**src/rtl/seg_scan_ctrl.sv**
```systemverilog
// Time-multiplexed scan controller for an 8-digit seven-segment display.
// Blanked slot dead-time, per-digit enable/blink, frame-synchronous double buffering.
module seg_scan_ctrl #(
  parameter int CLK_FREQ   = 100_000_000,
  parameter int SCAN_HZ    = 1000,
  parameter int BLANK_CYC  = 1000,
  parameter int BLINK_HZ   = 2,
  parameter int NUM_DIGITS = 8
) (
  input  logic                    clk,
  input  logic                    rst_n,
  input  logic [4*NUM_DIGITS-1:0] digits_in,
  input  logic [NUM_DIGITS-1:0]   dp_in,
  input  logic                    load,
  input  logic [NUM_DIGITS-1:0]   digit_en,
  input  logic [NUM_DIGITS-1:0]   blink_mask,
  output logic [3:0]              bcd,
  output logic                    dp,
  output logic [NUM_DIGITS-1:0]   an,
  output logic                    frame_done
);

  localparam int SLOT    = CLK_FREQ / SCAN_HZ;
  localparam int HALF    = CLK_FREQ / (2 * BLINK_HZ);
  localparam int SLOT_W  = (SLOT > 1) ? $clog2(SLOT) : 1;
  localparam int BLINK_W = (HALF > 1) ? $clog2(HALF) : 1;
  localparam int IDX_W   = (NUM_DIGITS > 1) ? $clog2(NUM_DIGITS) : 1;

  localparam logic [SLOT_W-1:0]  SLOT_LAST  = SLOT_W'(SLOT - 1);
  localparam logic [SLOT_W-1:0]  BLANK_END  = SLOT_W'(BLANK_CYC);
  localparam logic [BLINK_W-1:0] BLINK_LAST = BLINK_W'(HALF - 1);
  localparam logic [IDX_W-1:0]   IDX_LAST   = IDX_W'(NUM_DIGITS - 1);

  typedef enum logic {BLANK = 1'b0, SHOW = 1'b1} state_e;

  state_e                  state_q, state_d;
  logic [SLOT_W-1:0]       slotCnt_q, slotCnt_d;
  logic [IDX_W-1:0]        idx_q, idx_d;
  logic [BLINK_W-1:0]      blinkCnt_q, blinkCnt_d;
  logic                    blinkPhase_q, blinkPhase_d;
  logic [4*NUM_DIGITS-1:0] pending_q, pending_d;
  logic [NUM_DIGITS-1:0]   pendingDp_q, pendingDp_d;
  logic                    pendingFlag_q, pendingFlag_d;
  logic [4*NUM_DIGITS-1:0] shadow_q, shadow_d;
  logic [NUM_DIGITS-1:0]   shadowDp_q, shadowDp_d;
  logic [3:0]              bcd_q, bcd_d;
  logic                    dp_q, dp_d;
  logic [NUM_DIGITS-1:0]   an_q, an_d;
  logic                    frameDone_q, frameDone_d;
  logic                    lastSlot, wrap, blinkEnd, lit;

  always_comb begin
    lastSlot      = (slotCnt_q == SLOT_LAST);
    wrap          = lastSlot && (idx_q == IDX_LAST);
    slotCnt_d     = lastSlot ? '0 : slotCnt_q + 1'b1;
    idx_d         = idx_q;
    if (lastSlot) begin
      idx_d = (idx_q == IDX_LAST) ? '0 : idx_q + 1'b1;
    end
    state_d       = (slotCnt_d < BLANK_END) ? BLANK : SHOW;

    blinkEnd      = (blinkCnt_q == BLINK_LAST);
    blinkCnt_d    = blinkEnd ? '0 : blinkCnt_q + 1'b1;
    blinkPhase_d  = blinkPhase_q ^ blinkEnd;

    // Outputs follow the slot state one cycle later; bcd pre-settles during BLANK.
    lit           = (state_q == SHOW) && digit_en[idx_q] && !(blink_mask[idx_q] && blinkPhase_q);
    an_d          = lit ? (NUM_DIGITS'(1) << idx_q) : '0;
    bcd_d         = shadow_q[{idx_q, 2'b00} +: 4];
    dp_d          = lit && shadowDp_q[idx_q];
    frameDone_d   = wrap;

    shadow_d      = shadow_q;
    shadowDp_d    = shadowDp_q;
    pending_d     = pending_q;
    pendingDp_d   = pendingDp_q;
    pendingFlag_d = pendingFlag_q;
    if (wrap) begin
      if (pendingFlag_q) begin
        shadow_d   = pending_q;
        shadowDp_d = pendingDp_q;
      end
      pendingFlag_d = 1'b0;
    end
    // A load on the wrap cycle lands in pending after the old pending moved to shadow.
    if (load) begin
      pending_d     = digits_in;
      pendingDp_d   = dp_in;
      pendingFlag_d = 1'b1;
    end
  end

  always_ff @(posedge clk or negedge rst_n) begin
    if (!rst_n) begin
      state_q       <= BLANK;
      slotCnt_q     <= '0;
      idx_q         <= '0;
      blinkCnt_q    <= '0;
      blinkPhase_q  <= 1'b0;
      pending_q     <= '0;
      pendingDp_q   <= '0;
      pendingFlag_q <= 1'b0;
      shadow_q      <= '0;
      shadowDp_q    <= '0;
      bcd_q         <= '0;
      dp_q          <= 1'b0;
      an_q          <= '0;
      frameDone_q   <= 1'b0;
    end else begin
      state_q       <= state_d;
      slotCnt_q     <= slotCnt_d;
      idx_q         <= idx_d;
      blinkCnt_q    <= blinkCnt_d;
      blinkPhase_q  <= blinkPhase_d;
      pending_q     <= pending_d;
      pendingDp_q   <= pendingDp_d;
      pendingFlag_q <= pendingFlag_d;
      shadow_q      <= shadow_d;
      shadowDp_q    <= shadowDp_d;
      bcd_q         <= bcd_d;
      dp_q          <= dp_d;
      an_q          <= an_d;
      frameDone_q   <= frameDone_d;
    end
  end

  assign bcd        = bcd_q;
  assign dp         = dp_q;
  assign an         = an_q;
  assign frame_done = frameDone_q;

endmodule

```
**config.mk**
```make
export PLATFORM = sky130hd
export DESIGN_NAME = seg_scan_ctrl
export DESIGN_NICKNAME = d
export VERILOG_FILES = /design/src/rtl/seg_scan_ctrl.sv
export SDC_FILE = /design/constraint.sdc
export NUM_CORES = 1
export LEC_CHECK = 0
export ABC_AREA = 1
export BUFFER_PORTS_ARGS = -buffer_cell sky130_fd_sc_hd__clkbuf_2
export CAP_MARGIN = 40
export CORE_MARGIN = 2
export CORE_UTILIZATION = 55
export CTS_BUF_LIST = sky130_fd_sc_hd__clkbuf_4 sky130_fd_sc_hd__clkbuf_8
export CTS_CLUSTER_DIAMETER = 30
export DETAILED_ROUTE_END_ITERATION = 10
export GPL_TIMING_DRIVEN = 0
export MAX_ROUTING_LAYER = met4
export PLACE_DENSITY = 0.75
export SLEW_MARGIN = 20
export SYNTH_ARGS = -nofsm -noshare
export SYNTH_HDL_FRONTEND = slang
export SYNTH_SLANG_ARGS = --single-unit
```
**constraint.sdc**
```tcl
create_clock -name clk -period 2.2 [get_ports clk]
set_input_delay 0.44 -clock clk [delete_from_list [all_inputs] [get_ports clk]]
set_output_delay 0.44 -clock clk [all_outputs]
set_load 0.05 [all_outputs]
```
==> run_results.csv <==
group,metric,value,unit
clock_tree,tritoncts,"built",
pwr,powerDensity,675.6,nW/um^2
detailed_routing,wl_per_cell,13.48,microns
place,place_ws,0.1181,ns
worst_setup_path,critPathSlowestCell,"nor4_1",
sta,fin_crit_sh,0.9240,
worst_setup_path,path_buf_inv,1,
yosys,syn_avg_cell_area,7.753,sq um
worst_setup_path,path_class,"reg2reg",
place,post_dp_cell_area,7307,sq um
cells_and_area,drive_gt1_frac,0.1272,
sta,tightestPinTransition,0.6421,ns
sta,setup_viol,0,
global_routing,track_usage,0.2535,
clock_tree,htreeDepth,4,
yosys,ys_seq_elements,142,
detailed_routing,antenna_left,0,
worst_setup_path,cp_max_fo,5,
yosys,synth_area,6721,sq um
detailed_routing,dr.pass1.iters,5,
yosys,synth_cell_types,31,
place,port-buffer-count,71,
floorplanning,dieHeight,114.5,microns
pwr,p_leak,3.961,nW
global_routing,grt_pass1_vias,5230,
worst_setup_path,critPathCaptureType,"register",
job,drv_cap,0,
sta,rsz0062_at_grt,"false",
yosys,synth_top_area_share,0.5287,
cells_and_area,fin_util,0.6515,
yosys,synth_area_leaders,"dfrtp_1 (53%), nand2_1 (15%), inv_1 (6.1%), o21ai_0 (6.1%), nor2_1 (5.9%)",
yosys,ys_warn_count,0,
worst_setup_path,path_delay_family,"simple AND/OR/NAND/NOR gates",
yosys,synth_top_cell_by_area,"dfrtp_1",
yosys,syn_nets,934,
worst_setup_path,cp.arrival,2.38,ns
floorplanning,dieArea,13120,sq um
sta,maxSlewHeadroom,0.5719,
global_routing,grt_antenna_before_repair,0,
cells_and_area,antennaDiodeCount,0,
detailed_routing,drc,0,
outcome,status,"complete, no violations",
worst_setup_path,worstPathRequired,2.54,ns
yosys,async_flop_share,1.000,
clock_tree,cts.clk_slew.worst_paths,0.09,ns
worst_setup_path,cp-start-kind,"register",
cells_and_area,design_area,7792,sq um
worst_hold_path,hp-class,"in2reg",
clock_tree,clkSinkCount,142,
floorplanning,io_pins,73,
sta,setup_ws,0.1672,ns
yosys,seq_area_frac_synth,0.5287,
pwr,vdd_drop_max,0.0007525,V
yosys,yosys-top-cells-count,"nand2_1 (266), dfrtp_1 (142), inv_1 (110), nor2_1 (105), o21ai_0 (82)",
worst_setup_path,path_cells,"ha_1, nand3_1, nor2_1, nand3_1, nor4_1, buf_2, nor3_1",
worst_setup_path,cpMostUsedCell,"nand3_1",
detailed_routing,vias_per_cell,5.138,
clock_tree,cts_buffers,17,
cells_and_area,area_growth,15.93,%
sta,finClkSkew,0.01247,ns
floorplanning,rows,40,
global_routing,overflow,0,
sta,max_clock_freq,491.9,MHz
sta,min_period,2.033,ns
global_routing,grt_max_degree,83,
sta,final-hold-violation-count,0,
yosys,syn-instance-count,867,
sta,maxSlewViolCount,0,
place,place_congestion,0.8942,
detailed_routing,routed_wl,15120,microns
floorplanning,die_x,114.5,microns
clock_tree,clk_latency,0.46,ns
floorplanning,design.core.area,11960,sq um
clock_tree,clock_path_buffers,2,
yosys,synth_most_common_cell,"nand2_1",
clock_tree,cts_root_buf,"clkbuf_8",
worst_setup_path,max_stage_delay,0.46,ns
detailed_routing,dr.first_iter.drc_count,549,
place,place_hpwl,10950,microns
yosys,synth-edff-count,0,
detailed_routing,via_count,5765,
global_routing,grt_pass1_wl,24920,microns
yosys,synth_ff_type,"dfrtp_1",
floorplanning,initial_core_util,0.5619,
cells_and_area,nets,1030,
==> stage by stage <==
stage          TNS [ns]  std cells  total power [mW]  hold slack (ns)
2_1_floorplan         0        867             2.830           0.1444
3_3_place_gp    -228.85       1085             2.961           0.4513
3_5_place_dp          0       1088             2.975           0.4456
4_1_cts               0       1120             5.297           0.1534
5_1_grt               0       1122             5.465           0.1618
6_report              0       1122             5.264           0.1687
==> worst min-delay path, delay by kind of cell <==
| kind | cells | cell delay [ns] |
|---|---|---|
| buf+inv | 1 | 0.07 |
| simple gates | 2 | 0.09 |
==> sequential cells by signal, summed over array words and instances, names as in the netlist <==
register	flops
an	8
bcd	4
blinkCnt_q	25
blinkPhase_q	1
dp	1
frame_done	1
idx_q	3
pendingDp_q	8
pendingFlag_q	1
pending_q	32
shadowDp_q	8
shadow_q	32
slotCnt_q	17
state_q	1
==> logic make-up (layout without fill, tap and decap cells) <==
logic type,count (synthesis),in the layout,synth area share
buffers and inverters,140,248,0.08135
AO/OA/AOI/OAI,119,119,0.09121
flip-flops,142,142,0.5287
adder cells (fa/ha/maj),8,8,0.01489
AND/OR/NAND/NOR,447,447,0.2696
XOR/XNOR,11,11,0.01433
==> area by class of cell <==
class | instances | area (sq um)
multi-input cells | 585 | 2640
flip-flops and latches | 142 | 3553
well taps | 147 | 183.9
clock inverters | 14 | 207.7
repair buffers | 77 | 426.7
fillers | 1066 | 4169
inverters | 112 | 420.4
clock buffers | 17 | 234.0
plain buffers | 28 | 126.4
==> power by group <==
group / internal, mW / switching [mW] / leakage [nW]
clock: 1.26 / 1.08 / 0.221
sequential: 2.67 / 0.0370 / 1.88
combinational: 0.0784 / 0.134 / 1.86
total: 4.01 / 1.25 / 3.96
==> path summary, 6_finish.rpt <==
check / startpoint / end / slack (ns) / depth (start not counted)
worst max-delay path: blinkCnt_q[0] / blinkCnt_q[5] / 0.17 / 7
worst min-delay path: digits_in[21] / pending_q[21] / 0.17 / 3
worst max register to register: blinkCnt_q[0] / blinkCnt_q[5] / 0.17 / 7
worst min register to register: blinkCnt_q[0] / blinkCnt_q[0] / 0.47 / 1
max in group asynchronous: rst_n / pendingDp_q[0] / 0.95 / 3
min in group asynchronous: rst_n / slotCnt_q[13] / 0.50 / 2
==> cells in the final DEF (no fill, tap or decap), types with 2 or more instances in the layout <==
cell type / n
o22ai_1: 2
nand3_1: 35
inv_6: 4
dfrtp_1: 142
clkinv_4: 2
buf_4: 6
nand2_2: 2
clkbuf_1: 18
inv_1: 110
nor4_1: 2
o211ai_1: 2
nor3_1: 17
a31oi_1: 4
inv_8: 2
nand2_1: 265
nor2_1: 105
bufinv_16: 4
xor2_1: 9
o21ai_1: 5
xnor2_1: 2
buf_2: 4
clkbuf_2: 73
clkbuf_8: 18
a21oi_1: 23
nand4_1: 13
ha_1: 8
o21ai_0: 82
==> per-layer routing <==
| layer | vias up | wire length, microns | global-route usage |
|---|---|---|---|
| li1 | 2909 | - | - |
| met1 | 2659 | 7253 | 0.3494 |
| met2 | 164 | 6668 | 0.3645 |
| met3 | 33 | 796 | 0.05453 |
| met4 | 0 | 404 | 0.1081 |
| met5 | - | 0 | - |
==> repair_timing <==
| item | in CTS | in global routing |
|---|---|---|
| endpoints found under the hold margin | 60 | 0 |
| endpoints found under the setup margin | 0 | 47 |
| gates resized for setup | 0 | 4 |
| hold buffers | 1 | 0 |
| setup buffers | 0 | 2 |
(Power assumes the default switching activity.)
